File: src/rtl/mac_pkg.sv
// Shared types and constants for the multiply-accumulate back end.
package mac_pkg;

    localparam int PRODUCT_W = 16;
    localparam int ACC_W_DEF = 24;
    localparam int COUNT_DEF = 8;

    typedef enum logic {
        ACCUM = 1'b0,
        DONE  = 1'b1
    } state_t;

endpackage

File: src/rtl/dot_product_accumulator_if.sv
// Product-in / result-out handshake bundle of the dot-product accumulator.
interface dot_product_accumulator_if
    import mac_pkg::*;
#(
    parameter int ACC_W = ACC_W_DEF,
    parameter int CNT_W = 4
);
    logic                 in_valid;
    logic                 in_ready;
    logic [PRODUCT_W-1:0] in_product;
    logic                 in_last;
    logic                 out_valid;
    logic                 out_ready;
    logic [ACC_W-1:0]     out_sum;
    logic [CNT_W-1:0]     out_count;
    logic                 out_ovf;

    modport slave (
        input  in_valid, in_product, in_last, out_ready,
        output in_ready, out_valid, out_sum, out_count, out_ovf
    );

    modport master (
        output in_valid, in_product, in_last, out_ready,
        input  in_ready, out_valid, out_sum, out_count, out_ovf
    );
endinterface

File: src/rtl/acc_sat_add.sv
// Accumulator adder: acc + sign-extended product at ACC_W+1 bits.
// ACC_SATURATE_EN selects clamping with overflow flag; otherwise the sum wraps.
module acc_sat_add
    import mac_pkg::*;
#(
    parameter int ACC_W = ACC_W_DEF
) (
    input  logic [ACC_W-1:0]     acc,
    input  logic [PRODUCT_W-1:0] product,
    output logic [ACC_W-1:0]     sum,
    output logic                 ovf
);
    logic [ACC_W:0] wide;

    assign wide = {acc[ACC_W-1], acc}
                + {{(ACC_W + 1 - PRODUCT_W){product[PRODUCT_W-1]}}, product};

`ifdef ACC_SATURATE_EN
    logic ovf_raw;

    // Top two bits disagree only when the true result left the ACC_W range.
    assign ovf_raw = wide[ACC_W] ^ wide[ACC_W-1];
    assign ovf     = ovf_raw;
    assign sum     = !ovf_raw     ? wide[ACC_W-1:0] :
                     wide[ACC_W]  ? {1'b1, {(ACC_W-1){1'b0}}} :
                                    {1'b0, {(ACC_W-1){1'b1}}};
`else
    logic unused_msb;

    assign unused_msb = wide[ACC_W];
    assign sum        = wide[ACC_W-1:0];
    assign ovf        = 1'b0;
`endif

endmodule

File: src/rtl/dot_product_accumulator.sv
// Sums blocks of up to COUNT signed products and holds each result on an output handshake.
// Build option: ACC_SATURATE_EN (saturating accumulator with sticky overflow flag).
module dot_product_accumulator
    import mac_pkg::*;
#(
    parameter  int ACC_W = ACC_W_DEF,
    parameter  int COUNT = COUNT_DEF,
    localparam int CNT_W = $clog2(COUNT + 1)
) (
    input logic                       clk,
    input logic                       rst_n,
    input logic                       clear,
    dot_product_accumulator_if.slave  bus
);
    state_t           state_reg, state_next;
    logic [ACC_W-1:0] acc_reg, acc_next;
    logic [CNT_W-1:0] cnt_reg, cnt_next;
    logic             ovf_reg, ovf_next;

    logic [ACC_W-1:0] add_sum;
    logic             add_ovf;
    logic             close_block;

    acc_sat_add #(.ACC_W(ACC_W)) u_add (
        .acc     (acc_reg),
        .product (bus.in_product),
        .sum     (add_sum),
        .ovf     (add_ovf)
    );

    assign close_block = bus.in_last || (cnt_reg == CNT_W'(COUNT - 1));

    always_ff @(posedge clk or negedge rst_n) begin
        if (!rst_n) begin
            state_reg <= ACCUM;
            acc_reg   <= '0;
            cnt_reg   <= '0;
            ovf_reg   <= 1'b0;
        end else begin
            state_reg <= state_next;
            acc_reg   <= acc_next;
            cnt_reg   <= cnt_next;
            ovf_reg   <= ovf_next;
        end
    end

    always_comb begin
        state_next = state_reg;
        acc_next   = acc_reg;
        cnt_next   = cnt_reg;
        ovf_next   = ovf_reg;
        // clear outranks both handshakes, including a beat offered while in_ready is high.
        if (clear) begin
            state_next = ACCUM;
            acc_next   = '0;
            cnt_next   = '0;
            ovf_next   = 1'b0;
        end else begin
            case (state_reg)
                ACCUM: begin
                    if (bus.in_valid) begin
                        acc_next = add_sum;
                        cnt_next = cnt_reg + CNT_W'(1);
                        ovf_next = ovf_reg | add_ovf;
                        if (close_block) begin
                            state_next = DONE;
                        end
                    end
                end
                DONE: begin
                    if (bus.out_ready) begin
                        state_next = ACCUM;
                        acc_next   = '0;
                        cnt_next   = '0;
                        ovf_next   = 1'b0;
                    end
                end
                default: state_next = ACCUM;
            endcase
        end
    end

    assign bus.in_ready  = (state_reg == ACCUM);
    assign bus.out_valid = (state_reg == DONE);
    assign bus.out_sum   = acc_reg;
    assign bus.out_count = cnt_reg;
    assign bus.out_ovf   = ovf_reg;

endmodule
File: src/flat_wrapper.sv
// flat-port wrapper written by rule: the top's interface ports become plain ports
module dot_product_accumulator_flat import mac_pkg::*;
#(
    parameter  int ACC_W = ACC_W_DEF,
    parameter  int COUNT = COUNT_DEF,
    localparam int CNT_W = $clog2(COUNT + 1)
)
  (clk, rst_n, clear, bus_in_valid, bus_in_product, bus_in_last, bus_out_ready, bus_in_ready, bus_out_valid, bus_out_sum, bus_out_count, bus_out_ovf);
  dot_product_accumulator_if #(.ACC_W(ACC_W)) bus_i ();
  input logic clk;
  input logic rst_n;
  input logic clear;
  input wire logic [$bits(bus_i.in_valid)-1:0] bus_in_valid;
  input wire logic [$bits(bus_i.in_product)-1:0] bus_in_product;
  input wire logic [$bits(bus_i.in_last)-1:0] bus_in_last;
  input wire logic [$bits(bus_i.out_ready)-1:0] bus_out_ready;
  output wire logic [$bits(bus_i.in_ready)-1:0] bus_in_ready;
  output wire logic [$bits(bus_i.out_valid)-1:0] bus_out_valid;
  output wire logic [$bits(bus_i.out_sum)-1:0] bus_out_sum;
  output wire logic [$bits(bus_i.out_count)-1:0] bus_out_count;
  output wire logic [$bits(bus_i.out_ovf)-1:0] bus_out_ovf;
  assign bus_i.in_valid = bus_in_valid;
  assign bus_i.in_product = bus_in_product;
  assign bus_i.in_last = bus_in_last;
  assign bus_i.out_ready = bus_out_ready;
  assign bus_in_ready = bus_i.in_ready;
  assign bus_out_valid = bus_i.out_valid;
  assign bus_out_sum = bus_i.out_sum;
  assign bus_out_count = bus_i.out_count;
  assign bus_out_ovf = bus_i.out_ovf;
  dot_product_accumulator #(.ACC_W(ACC_W), .COUNT(COUNT)) u_core (.clk(clk), .rst_n(rst_n), .clear(clear), .bus(bus_i));
endmodule
File: config.mk
export PLATFORM = sky130hd
export DESIGN_NAME = dot_product_accumulator_flat
export DESIGN_NICKNAME = d
export VERILOG_FILES = /design/src/rtl/mac_pkg.sv /design/src/rtl/dot_product_accumulator_if.sv /design/src/rtl/acc_sat_add.sv /design/src/rtl/dot_product_accumulator.sv /design/src/flat_wrapper.sv
export SDC_FILE = /design/constraint.sdc
export NUM_CORES = 1
export LEC_CHECK = 0
export CAP_MARGIN = 15
export CORE_AREA = 3 3 78 80
export DETAILED_ROUTE_END_ITERATION = 10
export DIE_AREA = 0 0 81 83
export MAX_ROUTING_LAYER = met4
export PLACE_DENSITY = 0.68
export SYNTH_ARGS = -nofsm -noshare
export SYNTH_HDL_FRONTEND = slang
export SYNTH_SLANG_ARGS = --single-unit
File: constraint.sdc
create_clock -name clk -period 5.6 [get_ports clk]
set_input_delay 0.56 -clock clk [delete_from_list [all_inputs] [get_ports clk]]
set_output_delay 0.56 -clock clk [all_outputs]
set_load 0.01 [all_outputs]
==> results of run 1 <==
==> routing by layer <==
metal / track usage, % / vias to the layer above / wire length [um]
met1: 25.8 / 1003 / 2840
met4: 5.84 / 0 / 111
met2: 29.6 / 62 / 2680
li1: - / 1069 / -
met3: 3.36 / 11 / 277
met5: - / - / 0
==> flip-flops by register name, summed over array words and instances (netlist names) <==
| signal | count |
|---|---|
| u_core.bus.out_count | 4 |
| u_core.bus.out_sum | 24 |
| u_core.bus.out_valid | 1 |
==> metrics by stage <==
| step | worst slack (ns) | std cells | area, um^2 |
|---|---|---|---|
| after floorplan | 2.81 | 267 | 2290 |
| after global placement | 2.17 | 379 | 2870 |
| after detailed placement | 2.14 | 379 | 2870 |
| after CTS | 2.44 | 387 | 2960 |
| after global routing | 2.17 | 387 | 2960 |
| final | 2.39 | 387 | 2960 |
==> worst max-delay path, delay by kind of cell <==
| family | cells | cell delay, ns |
|---|---|---|
| AOI/OAI and AO/OA | 7 | 1.38 |
| buffers and inverters | 1 | 0.77 |
| muxes | 1 | 0.25 |
| adders and majority gates | 1 | 0.41 |
==> final timing paths <==
check                                                   from                            endpoint  slack [ns]  cells past startpoint
max                                       bus_in_product[15]  u_core.bus.out_sum[21]$_DFFE_PN0P_        2.39                     10
min                        u_core.bus.out_sum[6]$_DFFE_PN0P_   u_core.bus.out_sum[6]$_DFFE_PN0P_        0.52                      2
max reg2reg                u_core.bus.out_sum[0]$_DFFE_PN0P_  u_core.bus.out_sum[16]$_DFFE_PN0P_        2.67                     10
min reg2reg                u_core.bus.out_sum[6]$_DFFE_PN0P_   u_core.bus.out_sum[6]$_DFFE_PN0P_        0.52                      2
max in group asynchronous                              rst_n  u_core.bus.out_sum[17]$_DFFE_PN0P_        4.65                      2
min in group asynchronous                              rst_n  u_core.bus.out_sum[20]$_DFFE_PN0P_        0.66                      2
==> synth_stat cells, types with 5 or more instances <==
| cell type | n | area share, % |
|---|---|---|
| nand2_1 | 37 | 6.1 |
| a31oi_1 | 5 | 1.4 |
| o211ai_1 | 5 | 1.6 |
| xor2_1 | 11 | 4.2 |
| nor2_1 | 10 | 1.6 |
| o21ai_0 | 32 | 7.0 |
| a21oi_1 | 25 | 5.5 |
| inv_1 | 7 | 1.1 |
| clkbuf_1 | 10 | 1.6 |
| dfrtp_1 | 29 | 32 |
| a21o_1 | 10 | 3.3 |
| ha_1 | 24 | 13 |
| xnor2_1 | 8 | 3.1 |
==> power by group <==
part,leakage (nW),switching [mW],internal [mW]
registers,0.388,0.0273,0.238
clock network,0.0439,0.0890,0.0856
logic,0.909,0.195,0.177
total,1.34,0.311,0.501
==> cells by family (layout without fill, tap and decap cells) <==
group	count (synthesis)	after routing	share of synthesized area [%]
other	1	1	0.163
muxes	1	1	0.436
adders and majority gates	25	25	14.0
DFF	29	29	31.6
xor gates and xnor gates	19	19	7.25
buffers and inverters	20	68	3.44
AOI/OAI and AO/OA	101	101	29.0
and+or+nand+nor	71	71	14.2
==> cell type report <==
cell class | count | area (um^2)
clock buffer | 5 | 68.8
fill | 534 | 2520
inverter | 7 | 26.3
timing repair buffer | 53 | 526
tap | 72 | 90.1
sequential | 29 | 726
clock inverter | 3 | 17.5
multi-input combinational | 218 | 1500
==> placed cells by master (no fill, tap or decap), drive strengths merged, types with 7 or more instances in the layout <==
| master | instances |
|---|---|
| dfrtp | 29 |
| a21oi | 25 |
| xnor2 | 8 |
| nor2 | 10 |
| xor2 | 11 |
| a21o | 11 |
| clkdlybuf4s50 | 51 |
| nand2 | 37 |
| o21ai | 34 |
| inv | 7 |
| ha | 24 |
==> reports/metrics.cfg, run 1 <==
[clock_network]
clock_sinks = 29
cts_resized = 0
numCtsBuffers = 5
clk_pin_slew_worst_paths_ns = 0.07
cts_max_path_buffers = 2
cts_setup_buffers = 0
hold_buffers = 0
htreeDepth = 2
worst_skew_pair.late_latency_ns = 0.29
root_buffer = clkbuf_8
cts_tree = yes

[sta]
tns_ns = 0
max_freq_mhz = 311
whs_ns = 0.518
worst_pin_slew_ns = 0.699
hold_viol_final = 0
rsz0062_at_grt = false
slew_viol_final = 0
min_period_ns = 3.21
fin_skew_ns = 0.00809
slew_headroom_pct = 53.3
finalCritPeriodShare_pct = 57.4
setup_violations = 0

[outcome]
status = finished, final reports clean

[pwr]
power.density_mw_per_mm2 = 275
peakVddDrop_mv = 0.109
power.total_mw = 0.812
p_leak_nw = 1.34

[place]
dp_hpwl_mm = 4.35
routabilityCongestion = 0.955
port_buffers = 51

[routing]
dr_total_vias = 2145
wl_mm = 5.91
drcViolationCount = 0
avgViaCountPerCell = 5.54
drtIter0Drc = 80
ant_nets = 0
wl_per_cell_um = 15.3
dr.pass1.iters = 4

[die]
rows = 27
die-area_mm2 = 0.00672
core_area_mm2 = 0.00547
fp.dieH_um = 83
initial_utilization_pct = 41.9
chipWidth_um = 81
io-pin-count = 53

[cells_and_area]
area_growth_pct = 28.8
final_nets = 361
fin_util_pct = 54.0
diodes = 0
drive_gt1_share_pct = 5.71

[global_route]
grt_max_degree = 32
grt_pass1_wl_mm = 10.1
grt_usage_pct = 19.3
grt.overflow.total = 0
antenna_found_initial = 0
grt_pass1_vias = 2111

[setup_path]
path_class = in -> reg
cp_max_fo = 12
critPathMaxStageDelay_ns = 0.77
crit_required_ns = 5.74
slowest_stage = clkdlybuf4s50_1
crit_path_end_kind = flip-flop
cp-start-kind = input port
crit_chain = clkdlybuf4s50_1, ha_1, a21o_1, a31oi_1, o211ai_1, o21ai_0, o21ai_0, a21oi_1, mux2i_1, o211ai_1
arrival_ns = 3.36

[synthesis]
synth-main-ff-cell = dfrtp_1
synth-seq-cells = 29
synth_edf_count = 0
synth_cell_types = 44
synth_area_per_cell_um2 = 8.59
netlist_area_mm2 = 0.00229
async_reset_ff_share_pct = 100
synth_fp_nets = 314
seq_area_frac_synth_pct = 31.6
synthCells = 267
ys_warn_count = 0

[job]
max_cap_violations = 0

[min_path]
hold_path.class = reg -> reg

Power figures use the tool's default switching activity.
==> run 2: changes to the inputs <==
==> constraint.sdc (replaced) <==
create_clock -name clk -period 3.29 [get_ports clk]
set_input_delay 0.329 -clock clk [delete_from_list [all_inputs] [get_ports clk]]
set_output_delay 0.329 -clock clk [all_outputs]
set_load 0.01 [all_outputs]
==> run 2 against run 1 <==
Net effect:
- setup slack worse by 2.0 ns
- utilization is 0.82 points higher
- global-route usage is 0.53 points lower
- die area stayed put
- critical endpoint is now u_core.bus.out_sum[18]$_DFFE_PN0P_
- highest routed layer unchanged
==> reports/metrics.cfg, run 2 (synthesized netlist as in run 1, its figures left out) <==
[sta]
min_period_ns = 2.87
slew_headroom_pct = 49.7  ; -3.6 points
whs_ns = 0.437  ; -0.0808 ns
hold_viol_final = 0  ; unchanged
fin_skew_ns = 0.00527  ; -0.00282 ns
setup_violations = 0  ; unchanged
slew_viol_final = 0  ; unchanged
rsz0062_at_grt = false
tns_ns = 0  ; unchanged
max_freq_mhz = 348
finalCritPeriodShare_pct = 87.2
worst_pin_slew_ns = 0.752  ; +0.0538 ns

[clock_network]
clk_pin_slew_worst_paths_ns = 0.07  ; about the same
worst_skew_pair.late_latency_ns = 0.29  ; about the same
root_buffer = clkbuf_8
cts_resized = 0  ; unchanged
cts_max_path_buffers = 2  ; unchanged
clock_sinks = 29  ; unchanged
cts_setup_buffers = 0  ; unchanged
cts_tree = yes
htreeDepth = 2  ; unchanged
numCtsBuffers = 5  ; unchanged
hold_buffers = 0  ; unchanged

[place]
port_buffers = 51  ; unchanged
routabilityCongestion = 0.918  ; -3.9%
placed_area_mm2 = 0.00290  ; +1.0%
dp_hpwl_mm = 4.26  ; -1.9%

[die]
initial_utilization_pct = 41.9  ; unchanged
die-area_mm2 = 0.00672  ; unchanged
chipWidth_um = 81  ; unchanged
fp.dieH_um = 83  ; unchanged
core_area_mm2 = 0.00547  ; unchanged
io-pin-count = 53  ; unchanged
rows = 27  ; unchanged

[cells_and_area]
largest_reg_flops = 24  ; unchanged
final_cell_mix = clkdlybuf4s50_1, nand2_1, o21ai_0, dfrtp_1, a21oi_1
final_common_cell = clkdlybuf4s50_1
area_growth_pct = 30.8
diodes = 0  ; unchanged
final_nets = 365  ; +1.1%
drive_gt1_share_pct = 6.90  ; +1.2 points
final_cell_area_mm2 = 0.00300  ; +1.5%

[routing]
wl_mm = 5.73  ; -2.9%
ant_nets = 0  ; unchanged
dr_total_vias = 2113  ; -1.5%
dr.pass1.iters = 4  ; unchanged
drcViolationCount = 0  ; unchanged
avgViaCountPerCell = 5.40  ; -2.5%
wl_per_cell_um = 14.7  ; -3.9%
drtIter0Drc = 72  ; -10%

[global_route]
met2_usage_pct = 27.6  ; -2.0 points
grt_pass1_wl_mm = 9.80  ; -3.4%
grt.overflow.total = 0  ; unchanged
grt_max_degree = 30  ; -6.3%
grt_pass1_vias = 2027  ; -4.0%
grt_usage_pct = 18.7  ; -0.53 points
grt_use_met3_pct = 3.36  ; unchanged
antenna_found_initial = 0  ; unchanged
grtUsageMet1_pct = 25.8  ; +0.033 points
busiest_layer = met2

[pwr]
power.density_mw_per_mm2 = 474  ; +73%
peakVddDrop_mv = 0.255  ; +130%
p_leak_nw = 1.37  ; +2.2%
power.total_mw = 1.42  ; +75%

[job]
max_cap_violations = 0  ; unchanged

[outcome]
status = finished, final reports clean

[setup_path]
crit_path_end_kind = flip-flop
cp-start-kind = input port
cp_max_fo = 4  ; -8
crit_required_ns = 3.43  ; -2.31 ns
path_class = in -> reg
arrival_ns = 3.01  ; -0.35 ns
rr_worst_depth = 10  ; unchanged

[min_path]
hold_path.class = in -> async

[run 2: power by group]
part / leakage (nW) / total [mW] / internal, mW / switching [mW]
Clock: 0.0542 / 0.333 / 0.189 / 0.144
Sequential: 0.388 / 0.449 / 0.405 / 0.0441
Combinational: 0.928 / 0.640 / 0.310 / 0.330
[run 2: worst paths after layout]
kind / from / to / slack (ns)
setup reg to reg: u_core.bus.out_sum[0]$_DFFE_PN0P_ / u_core.bus.out_sum[18]$_DFFE_PN0P_ / 0.44
hold reg to reg: u_core.bus.out_sum[6]$_DFFE_PN0P_ / u_core.bus.out_sum[6]$_DFFE_PN0P_ / 0.51
max in group asynchronous: rst_n / u_core.bus.out_sum[2]$_DFFE_PN0P_ / 2.56
setup / recovery: bus_in_product[0] / u_core.bus.out_sum[18]$_DFFE_PN0P_ / 0.42
hold / removal: rst_n / u_core.bus.out_sum[20]$_DFFE_PN0P_ / 0.44
min in group clk: u_core.bus.out_sum[6]$_DFFE_PN0P_ / u_core.bus.out_sum[6]$_DFFE_PN0P_ / 0.51
[run 2: cell type report]
cell class | instances | area, um^2
multi-input cells | 218 | 1500
fillers | 534 | 2470
clock buffers | 7 | 96.3
well taps | 72 | 90.1
inverters | 7 | 26.3
repair buffers | 57 | 556
clock inverters | 1 | 5.00
flip-flops and latches | 29 | 726
[run 2: stage by stage]
stage	std cells	worst slack (ns)	utilization, %
2_1_floorplan	267	0.609	-
3_3_place_gp	383	0.163	53.0
3_5_place_dp	383	0.101	53.0
4_1_cts	391	0.410	54.8
5_1_grt	391	0.204	54.8
6_report	391	0.420	54.8
[run 2: routing by layer]
metal  vias up  part of all wire [%]
met5         -                     0
met4         0                   1.3
li1       1072                     -
met1       985                    50
met3         7                   4.6
met2        49                    45
[run 2: critical path, cell delays in order]
cell and delay, ns:
clkdlybuf4s50_1 0.40, ha_1 0.22, fa_1 0.42, a21o_1 0.20, a221oi_2 0.33, o21ai_2 0.14
a31o_4 0.28, a31o_4 0.24, a211oi_2 0.24, xnor2_1 0.14, o21ai_1 0.07
==> run 3: changes to the inputs <==
--- a/config.mk
+++ b/config.mk
@@ -6,11 +6,14 @@
 export NUM_CORES = 1
 export LEC_CHECK = 0
 export CAP_MARGIN = 15
-export CORE_AREA = 3 3 78 80
+export CELL_PAD_IN_SITES_DETAIL_PLACEMENT = 0
+export CELL_PAD_IN_SITES_GLOBAL_PLACEMENT = 2
+export CORE_AREA = 3 3 92 94
 export DETAILED_ROUTE_END_ITERATION = 10
-export DIE_AREA = 0 0 81 83
+export DIE_AREA = 0 0 95 97
 export MAX_ROUTING_LAYER = met4
-export PLACE_DENSITY = 0.68
+export PLACE_DENSITY_LB_ADDON = 0.1
 export SYNTH_ARGS = -nofsm -noshare
 export SYNTH_HDL_FRONTEND = slang
+export SYNTH_HIERARCHICAL = 1
 export SYNTH_SLANG_ARGS = --single-unit
==> run 3 against run 2 <==
Net effect:
- first-iteration DRC count shrank 8.3%
- register-to-register slack gained 0.13 ns
- die area grew 37%
- maximum frequency grew 4.5%
- highest routed layer unchanged
==> reports/metrics.cfg, run 3 <==
[synthesis]
yosys-top-cells-count = dfrtp_1, ha_1, a22o_2
yosysMostFrequentCell = dfrtp_1
synth_cell_types = 56  ; +27%
synth_area_per_cell_um2 = 9.86  ; +15%
netlist_area_mm2 = 0.00245  ; +6.6%
netlist.area_leader.share_pct = 30.7  ; -0.93 points
seq_area_frac_synth_pct = 30.7  ; -0.93 points
synthCells = 248  ; -7.1%
ys_warn_count = 6  ; +6
synth_edf_count = 0  ; unchanged
synthTopCellsByArea = dfrtp_1, ha_1, a22o_2, xnor2_1, a21oi_1
synth-main-ff-cell = dfrtp_1
synth_fp_nets = 295  ; -6.1%
synth-seq-cells = 30  ; +3.4%
async_reset_ff_share_pct = 100  ; unchanged
synth.largest_area_cell = dfrtp_1

[clock_network]
worst_skew_pair.late_latency_ns = 0.28  ; about the same
cts_setup_buffers = 0  ; unchanged
clock_sinks = 30  ; +3.4%
cts_resized = 0  ; unchanged
clk_pin_slew_worst_paths_ns = 0.08  ; about the same
htreeDepth = 2  ; unchanged
cts_tree = yes
numCtsBuffers = 5  ; unchanged
cts_max_path_buffers = 2  ; unchanged
hold_buffers = 0  ; unchanged
root_buffer = clkbuf_8

[routing]
wl_per_cell_um = 16.5  ; +12%
highest_layer = met4
dr_total_vias = 2147  ; +1.6%
drcViolationCount = 0  ; unchanged
wl_met2_mm = 2.96  ; +16%
wl_met1_mm = 3.39  ; +19%
avgViaCountPerCell = 5.29  ; -2.1%
routed-wl-met3_um = 312  ; +20%
drtIter0Drc = 66  ; -8.3%
dr.pass1.iters = 4  ; unchanged
ant_nets = 0  ; unchanged
wl_mm = 6.68  ; +17%

[job]
max_cap_violations = 0  ; unchanged

[place]
port_buffers = 52  ; +2.0%
routabilityCongestion = 0.777  ; -15%
placedCellCount = 398  ; +3.9%
dp_hpwl_mm = 4.93  ; +16%

[cells_and_area]
final_common_cell = clkdlybuf4s50_1
area_growth_pct = 29.1
final_nets = 350  ; -4.1%
fin_util_pct = 40.9  ; -14 points
final_cell_mix = clkdlybuf4s50_1, dfrtp_1, ha_1, a22o_2, a21oi_1
multi_input_area_mm2 = 0.00161  ; +7.2%
regArea_um2 = 751  ; +3.4%
diodes = 0  ; unchanged
drive_gt1_share_pct = 14.8  ; +7.9 points
largest_reg_flops = 24  ; unchanged
final_cells = 406  ; +3.8%
fill_cells = 810  ; +52%

[die]
chipWidth_um = 95  ; +17%
io-pin-count = 53  ; unchanged
initial_utilization_pct = 31.7  ; -10 points
fp.dieH_um = 97  ; +17%
rows = 32  ; +19%
die-area_mm2 = 0.00922  ; +37%
core_area_mm2 = 0.00773  ; +41%

[pwr]
switchingPower_mw = 0.544  ; +4.8%
switching_share_pct = 37.1  ; +0.66 points
peakVddDrop_mv = 0.175  ; -31%
clkPwrFrac_pct = 21.9  ; -1.5 points
p_seq_share_pct = 31.3  ; -0.3 points
internal-power_mw = 0.921  ; +1.9%
power.density_mw_per_mm2 = 464  ; -2.1%
comb_power_share_pct = 46.8  ; +1.8 points
p_leak_nw = 1.41  ; +3.1%

[setup_path]
crit_path_end_kind = flip-flop
r2r-end = u_core/bus.out_sum[22]$_DFFE_PN0P_
path_class = in -> reg
arrival_ns = 2.92  ; -0.09 ns
worstSetupStartpoint = bus_in_product[0]
crit_required_ns = 3.46  ; +0.03 ns
rr_worst_depth = 9  ; -1
cp-start-kind = input port
r2r_start = u_core/bus.out_sum[0]$_DFFE_PN0P_
cp_max_fo = 3  ; -1
r2r_setup_slack_ns = 0.57  ; +0.13 ns
setup.worst_path.end = u_core/bus.out_sum[22]$_DFFE_PN0P_

[global_route]
antenna_found_initial = 0  ; unchanged
grt.overflow.total = 0  ; unchanged
grt_pass1_vias = 2217  ; +9.4%
grt_max_degree = 31  ; +3.3%
grt_usage_pct = 15.5  ; -3.2 points
grt_pass1_wl_mm = 11.2  ; +14%

[sta]
slew_headroom_pct = 60.5  ; +11 points
worst_pin_slew_ns = 0.591  ; -0.161 ns
hold_viol_final = 0  ; unchanged
min_period_ns = 2.75  ; -0.123 ns
fin_skew_ns = 0.0109  ; +0.00566 ns
tns_ns = 0  ; unchanged
slew_viol_final = 0  ; unchanged
finalCritPeriodShare_pct = 83.5  ; -3.7 points
rsz0062_at_grt = false
max_freq_mhz = 364  ; +4.5%
setup_violations = 0  ; unchanged

[min_path]
hold_path.class = in -> async

[outcome]
status = finished, final reports clean

==> run 3: cell types whose count changed after synthesis, sizes merged, moves of 3 or more <==
cell / previous run / this run
nand2: 37 / 12
a22o: 4 / 26
o21ai: 34 / 13
clkbuf: 10 / 0
xnor2: 8 / 16
xor2: 11 / 4
a21oi: 25 / 19
buf: 3 / 8
nand3: 1 / 6
nor2: 10 / 15
a31oi: 5 / 1
o211ai: 5 / 2
o21bai: 2 / 5
==> run 3: logic make-up (layout without fill, tap and decap cells) <==
| family | after synthesis | count (layout) | synth area share [%] |
|---|---|---|---|
| compound gates | 101 | 101 | 31.6 |
| buf+inv | 14 | 70 | 3.43 |
| simple gates | 56 | 56 | 13.5 |
| other cells | 1 | 1 | 0.153 |
| fa+ha+maj | 25 | 25 | 13.1 |
| xor+xnor | 20 | 20 | 7.16 |
| flops | 30 | 30 | 30.7 |
| mux | 1 | 1 | 0.460 |
==> run 3: routing by layer <==
metal	vias to the layer above	GRT usage, %
met1	1034	22.1
met2	51	22.9
li1	1060	-
met4	0	2.66
met5	-	-
met3	2	3.11
==> run 3: worst min-delay path by stage <==
stage,end,cells after the start,startpoint,slack (ns)
2_1_floorplan,u_core/bus.out_count[0]$_DFFE_PN0P_,0,rst_n,0.03
3_3_place_gp,u_core/bus.out_sum[0]$_DFFE_PN0P_,1,u_core/bus.out_sum[0]$_DFFE_PN0P_,0.51
3_5_place_dp,u_core/bus.out_ovf$_DFFE_PN0P_,2,u_core/bus.out_ovf$_DFFE_PN0P_,0.52
4_1_cts,u_core/bus.out_sum[0]$_DFFE_PN0P_,2,rst_n,0.46
5_1_grt,u_core/bus.out_sum[0]$_DFFE_PN0P_,2,rst_n,0.47
6_report,u_core/bus.out_sum[0]$_DFFE_PN0P_,2,rst_n,0.44
==> run 3: final cells by class <==
type	instances	area share [%]
clock buffer	6	2.61
clock inverter	2	0.396
inverter	6	0.713
multi-input combinational	204	51.0
sequential	30	23.8
tap	102	4.04
timing repair buffer	56	17.4
==> run 3: power by group through the flow <==
| stage | registers (mW) | clock network [mW] | logic (mW) |
|---|---|---|---|
| global placement | 0.465 | 0 | 0.691 |
| CTS | 0.459 | 0.341 | 0.690 |
| global route | 0.465 | 0.363 | 0.758 |
| floorplan | 0.478 | 0 | 0.444 |
| finish | 0.458 | 0.321 | 0.685 |
| detailed placement | 0.465 | 0 | 0.686 |
==> run 3: critical path, cell delays in order <==
cell and delay [ns]:
clkdlybuf4s50_1 0.40, ha_1 0.22, fa_1 0.44, a211oi_1 0.26, o21bai_1 0.19, nor3_2 0.22
o31ai_2 0.12, o211a_1 0.24, a311o_1 0.26, a22o_2 0.23
==> run 3: through the flow <==
step           total power, mW  cell area, um^2  worst slack, ns  hold WS (ns)
6_report                  1.46             3160            0.542         0.444
5_1_grt                   1.59             3160            0.406         0.468
4_1_cts                   1.49             3160            0.552         0.461
3_5_place_dp              1.15             3060            0.262         0.516
3_3_place_gp              1.16             3060            0.321         0.514
2_1_floorplan            0.922             2450            0.813        0.0334
